$ cat src/rtl/dbus_pkg.sv
// Shared definitions for the data bus arbiter: FSM state encoding and default parameters.
package dbus_pkg;

   typedef enum logic [1:0] {
      IDLE  = 2'd0,
      TURN  = 2'd1,
      GRANT = 2'd2
   } state_t;

   localparam int N_REQ_DEF      = 4;
   localparam int MAX_HOLD_DEF   = 8;
   localparam int TURNAROUND_DEF = 1;

endpackage

$ cat src/rtl/data_bus_arbiter_rr_pick.sv
// Combinational round-robin pick: first asserted request at or after ptr, wrapping N_REQ-1 -> 0.
module rr_pick #(
   parameter  int N_REQ = 4,
   localparam int IDW   = $clog2(N_REQ)
) (
   input  logic [N_REQ-1:0] req,
   input  logic [IDW-1:0]   ptr,
   output logic             valid,
   output logic [IDW-1:0]   idx
);

   localparam logic [IDW:0] N_W = (IDW + 1)'(N_REQ);

   function automatic logic [IDW-1:0] wrap_pos(input logic [IDW-1:0] base, input int off);
      logic [IDW:0] v_sum;
      logic [IDW:0] v_dif;
      v_sum = {1'b0, base} + (IDW + 1)'(off);
      v_dif = v_sum - N_W;
      return (v_sum >= N_W) ? v_dif[IDW-1:0] : v_sum[IDW-1:0];
   endfunction

   // Scan from the farthest offset down so the nearest request to ptr is the one kept.
   always_comb begin
      valid = 1'b0;
      idx   = '0;
      for (int i = N_REQ - 1; i >= 0; i--) begin
         if (req[wrap_pos(ptr, i)]) begin
            valid = 1'b1;
            idx   = wrap_pos(ptr, i);
         end
      end
   end

endmodule

$ cat src/rtl/data_bus_arbiter.sv
// Round-robin owner of the shared tri-state data bus / RAM port with turnaround dead
// cycles between owners and a lock-overridable tenure limit.
module data_bus_arbiter
   import dbus_pkg::*;
#(
   parameter  int N_REQ      = N_REQ_DEF,
   parameter  int MAX_HOLD   = MAX_HOLD_DEF,
   parameter  int TURNAROUND = TURNAROUND_DEF,
   localparam int IDW        = $clog2(N_REQ)
) (
   input  logic             clk,
   input  logic             reset,
   input  logic [N_REQ-1:0] req,
   input  logic [N_REQ-1:0] lock,
   input  logic [N_REQ-1:0] last,
   output logic [N_REQ-1:0] gnt,
   output logic [IDW-1:0]   owner_id,
   output logic             busy,
   output logic             timeout
);

   localparam int HCW = (MAX_HOLD > 0) ? $clog2(MAX_HOLD + 1) : 1;
   localparam int TCW = (TURNAROUND > 0) ? $clog2(TURNAROUND + 1) : 1;

   localparam logic [HCW-1:0]   HOLD_SAT  = HCW'(MAX_HOLD);
   localparam logic [HCW-1:0]   HOLD_LAST = HCW'((MAX_HOLD > 0) ? MAX_HOLD - 1 : 0);
   localparam logic [TCW-1:0]   TURN_LAST = TCW'((TURNAROUND > 0) ? TURNAROUND - 1 : 0);
   localparam logic [IDW-1:0]   ID_MAX    = IDW'(N_REQ - 1);
   localparam logic [N_REQ-1:0] ONE       = N_REQ'(1);
   localparam state_t           ENTER     = (TURNAROUND == 0) ? GRANT : TURN;

   state_t           r_state, w_state_nxt;
   logic [IDW-1:0]   r_owner, w_owner_nxt;
   logic [IDW-1:0]   r_ptr, w_ptr_nxt;
   logic [TCW-1:0]   r_turn_cnt, w_turn_nxt;
   logic [HCW-1:0]   r_hold_cnt, w_hold_nxt;
   logic [N_REQ-1:0] r_gnt, w_gnt_nxt;
   logic             r_busy;
   logic             r_timeout, w_timeout_nxt;

   logic [N_REQ-1:0] w_own_bit, w_others, w_pick_req;
   logic [IDW-1:0]   w_own_next, w_pick_ptr, w_pick_idx;
   logic             w_pick_valid, w_req_own, w_lock_own, w_last_own, w_force;

   assign w_own_bit  = ONE << r_owner;
   assign w_own_next = (r_owner == ID_MAX) ? '0 : r_owner + IDW'(1);
   assign w_req_own  = |(req & w_own_bit);
   assign w_lock_own = |(lock & w_own_bit);
   assign w_last_own = |(last & w_own_bit);
   assign w_others   = req & ~w_own_bit;

   // At release the outgoing owner is excluded and the search starts just past it.
   assign w_pick_req = (r_state == GRANT) ? w_others : req;
   assign w_pick_ptr = (r_state == GRANT) ? w_own_next : r_ptr;

   // A saturated count still counts as expired, so contention arriving late forces release.
   assign w_force = (MAX_HOLD != 0) && (r_hold_cnt >= HOLD_LAST) && !w_lock_own && (|w_others);

   rr_pick #(.N_REQ(N_REQ)) u_pick (
      .req   (w_pick_req),
      .ptr   (w_pick_ptr),
      .valid (w_pick_valid),
      .idx   (w_pick_idx)
   );

   // NOTE: every signal written here gets a default first, otherwise a latch is inferred.
   always_comb begin
      w_state_nxt   = r_state;
      w_owner_nxt   = r_owner;
      w_ptr_nxt     = r_ptr;
      w_turn_nxt    = r_turn_cnt;
      w_hold_nxt    = r_hold_cnt;
      w_timeout_nxt = 1'b0;
      case (r_state)
         IDLE: begin
            if (w_pick_valid) begin
               w_owner_nxt = w_pick_idx;
               w_turn_nxt  = '0;
               w_hold_nxt  = '0;
               w_state_nxt = ENTER;
            end
         end
         TURN: begin
            if (!w_req_own) begin
               w_state_nxt = IDLE;
               w_turn_nxt  = '0;
            end else if (r_turn_cnt == TURN_LAST) begin
               w_state_nxt = GRANT;
               w_hold_nxt  = '0;
            end else begin
               w_turn_nxt = r_turn_cnt + TCW'(1);
            end
         end
         GRANT: begin
            if (!w_req_own || w_last_own || w_force) begin
               w_timeout_nxt = w_force && w_req_own && !w_last_own;
               w_ptr_nxt     = w_own_next;
               w_hold_nxt    = '0;
               w_turn_nxt    = '0;
               if (w_pick_valid) begin
                  w_owner_nxt = w_pick_idx;
                  w_state_nxt = ENTER;
               end else begin
                  w_state_nxt = IDLE;
               end
            end else if (r_hold_cnt != HOLD_SAT) begin
               w_hold_nxt = r_hold_cnt + HCW'(1);
            end
         end
         default: w_state_nxt = IDLE;
      endcase
      w_gnt_nxt = (w_state_nxt == GRANT) ? (ONE << w_owner_nxt) : '0;
   end

   // NOTE: sequential state uses non-blocking assignments so all registers update from pre-edge values.
   always_ff @(posedge clk or posedge reset) begin
      if (reset) begin
         r_state    <= IDLE;
         r_owner    <= '0;
         r_ptr      <= '0;
         r_turn_cnt <= '0;
         r_hold_cnt <= '0;
         r_gnt      <= '0;
         r_busy     <= 1'b0;
         r_timeout  <= 1'b0;
      end else begin
         r_state    <= w_state_nxt;
         r_owner    <= w_owner_nxt;
         r_ptr      <= w_ptr_nxt;
         r_turn_cnt <= w_turn_nxt;
         r_hold_cnt <= w_hold_nxt;
         r_gnt      <= w_gnt_nxt;
         r_busy     <= (w_state_nxt != IDLE);
         r_timeout  <= w_timeout_nxt;
      end
   end

   assign gnt      = r_gnt;
   assign owner_id = r_owner;
   assign busy     = r_busy;
   assign timeout  = r_timeout;

endmodule

$ cat config.mk
export PLATFORM = sky130hd
export DESIGN_NAME = data_bus_arbiter
export DESIGN_NICKNAME = d
export VERILOG_FILES = /design/src/rtl/dbus_pkg.sv /design/src/rtl/data_bus_arbiter_rr_pick.sv /design/src/rtl/data_bus_arbiter.sv
export SDC_FILE = /design/constraint.sdc
export NUM_CORES = 1
export LEC_CHECK = 0
export CAP_MARGIN = 20
export CORE_MARGIN = 5
export CORE_UTILIZATION = 45
export DETAILED_ROUTE_END_ITERATION = 10
export PLACE_DENSITY = 0.74
export SYNTH_ARGS = -nofsm -noshare
export SYNTH_HDL_FRONTEND = slang
export SYNTH_HIERARCHICAL = 1
export SYNTH_SLANG_ARGS = --single-unit
$ cat constraint.sdc
create_clock -name clk -period 2.3 [get_ports clk]
set_clock_uncertainty 0.1 [all_clocks]
set_input_delay 0.345 -clock clk [delete_from_list [all_inputs] [get_ports clk]]
set_output_delay 0.345 -clock clk [all_outputs]
set_load 0.01 [all_outputs]
==> metrics.txt <==
run status complete, no violations; most frequent cells in the layout clkdlybuf4s50_1 (21), buf_4 (19), dfrtp_1 (14); Synth Area in Simple Gates 0.1631; Period Utilization, post-route 0.9465; Pleak 0.6756 nW; crit path time final 2.177 ns; synthesized cell area 0.001112 mm2; first-pass GRT wire length 4008 um; Pre-antenna DRT Iters 4; Die X 59.72 um; commonest non-fill, non-tap cell in the layout clkdlybuf4s50_1; Compound-Gate Fraction of Synth Area 0.2688; final wirelength 2427 um; final hold violations 0; Initial Util 0.4616; GR Util met3 0.01944; mux cell area share after synthesis 0.07649; Setup WS pre-CTS -0.03162 ns; setup TNS 0 ns; Worst-path clk slew 0.08 ns; largest net degree at the start of global routing 17; synthesized-area fraction occupied by adder cells 0.08999; Synth Area in XOR/XNOR 0.007874; DR DRC count 0; Initial DRC Count 28; fin nets 172; worst hold-check path type in -> async; number of global-route vias before repair 922; Via density 5.291; clk_lat worst skew 0.28 ns; Placer Congestion 0.8428; Finished Core Util 0.6402; CP max stage delay 0.46 ns; io pins 22; distinct cell type count after synthesis 38; fin cells 179; slowest CP cell dfrtp_2; VDD IR max 0.6506 mV; CP Class reg -> reg; Max-Cap Viols 0; Num CTS Buffers 3; H-tree Lvls 1; relative slew slack 0.6141; Placed Instances 172; average wire per standard cell 13.56 um; fillcell total 195; Post-synth EDFFs 0; CTS sink cnt 16; FP Rows 18; share of the yosys chip area belonging to registers 0.3600; endpoint type of the worst setup path flip-flop; core area 0.002410 mm2; initial antenna violation count 0; die area 0.003566 mm2; clk root buf clkbuf_4; Finish-stage setup viols 0; Yosys reg bits 16; Slew Limit Fails 0; Design Area, Final 0.001543 mm2; Synthesized Nets 128; Avg Cell Area, Syn 10.49 um2; Final Power 1.609 mW; met1 usage 0.1989; Worst Path Max Fanout 7; GRT Residual Overflow 0; Synth Warn # 6; Tightest Pin Transition 0.5782 ns; Arrival @ worst endpoint 2.23 ns; Die Ht 59.72 um; CP required 2.35 ns; final worst setup slack 0.1231 ns; PD cells 1043 mW/mm2; Synth Flop Type dfrtp_1; I/O Buffers 21; # diodes 0; met2 GRT Util 0.2377; total track usage 0.1467; largest family of logic cells by synthesized area compound AO/OA/AOI/OAI gates; Gate Count Post-Synth 106; CP Cell Sequence inv_1, ha_2, a22o_1, nor2_1, nor2_4, nand3_1, a2111oi_1; Placed Area 0.001479 mm2; CTS tree yes; startpoint types flip-flop; DR vias 947; P&R area growth vs syn 38.70%; layout cells sized above 1 0.3020; DPL Wire Length 1924 um; WHS 0.3154 ns; Achievable Freq 0.4594 GHz; Routed Antenna Nets 0; clk buf depth 2; FFs w/ async S/R, synth 1.000; most used routing layer met2
-- synth_stat cells (all sizes together), types with 2 or more instances --
library cell,instances,area [um2]
inv,9,33.78
a22oi,3,22.52
a22o,3,26.28
a21oi,3,18.77
ha,8,100.1
nand2,8,30.03
nand3,4,32.53
nor2b,2,12.51
o21ai,4,20.02
a2111oi,2,17.52
o221a,2,22.52
mux2,6,75.07
a21boi,4,30.03
dfrtp,16,400.4
nor2,10,45.04
a211oi,2,20.02
nand2b,4,25.02
-- worst paths after layout --
path | startpoint | end | slack [ns] | cells past startpoint
setup / recovery | owner_id[1] | gnt[3] | 0.12 | 7
hold / removal | reset | r_hold_cnt[0] | 0.32 | 2
setup reg to reg | owner_id[1] | gnt[3] | 0.12 | 7
hold reg to reg | r_ptr[0] | r_ptr[0] | 0.44 | 1
max in group asynchronous | reset | owner_id[0] | 1.37 | 2
min in group clk | r_ptr[0] | r_ptr[0] | 0.44 | 1
-- per-layer routing --
| layer | wire [um] | share of wire |
|---|---|---|
| met1 | 1092 | 0.45 |
| met2 | 1201 | 0.49 |
| met3 | 120 | 0.049 |
| met4 | 12 | 0.0049 |
| met5 | 0 | 0 |
-- cells by family after synthesis --
group,Yosys count
and+or+nand+nor,33
AOI/OAI and AO/OA,31
DFF,16
buffers and inverters,10
adders and majority gates,8
muxes,7
xor gates and xnor gates,1
-- flip-flops by register name, summed over array words and instances (netlist names) --
register / count
owner_id: 2
r_ptr: 2
r_hold_cnt: 4
r_state: 2
gnt: 4
timeout: 1
busy: 1
-- layout make-up --
class,count,area [um2],area share
well taps,30,37.54,0.02433
clock buffers,4,26.28,0.01703
repair buffers,40,352.8,0.2287
inverters,9,33.78,0.02190
flip-flops and latches,16,402.9,0.2612
multi-input cells,80,689.4,0.4469
-- power by group --
group / internal (mW) / leakage, nW / switching [mW]
combinational: 0.538 / 0.453 / 0.495
sequential: 0.365 / 0.207 / 0.0621
clock: 0.0673 / 0.0150 / 0.0816
total: 0.971 / 0.676 / 0.638
-- what timing repair did --
action / 4_1_cts / 5_1_grt
resized for setup: 1 / 8
setup buffers: 0 / 3
hold buffers: 0 / 0
setup endpoints to repair: 1 / 9
pin swaps: 0 / 1
-- worst max-delay path, delay by kind of cell (launching register included) --
family          cells  cell delay (ns)
compound gates      2             0.63
flops               1             0.46
simple gates        3             0.43
fa+ha+maj           1             0.26
buf+inv             1             0.16
(Power assumes the default switching activity.)
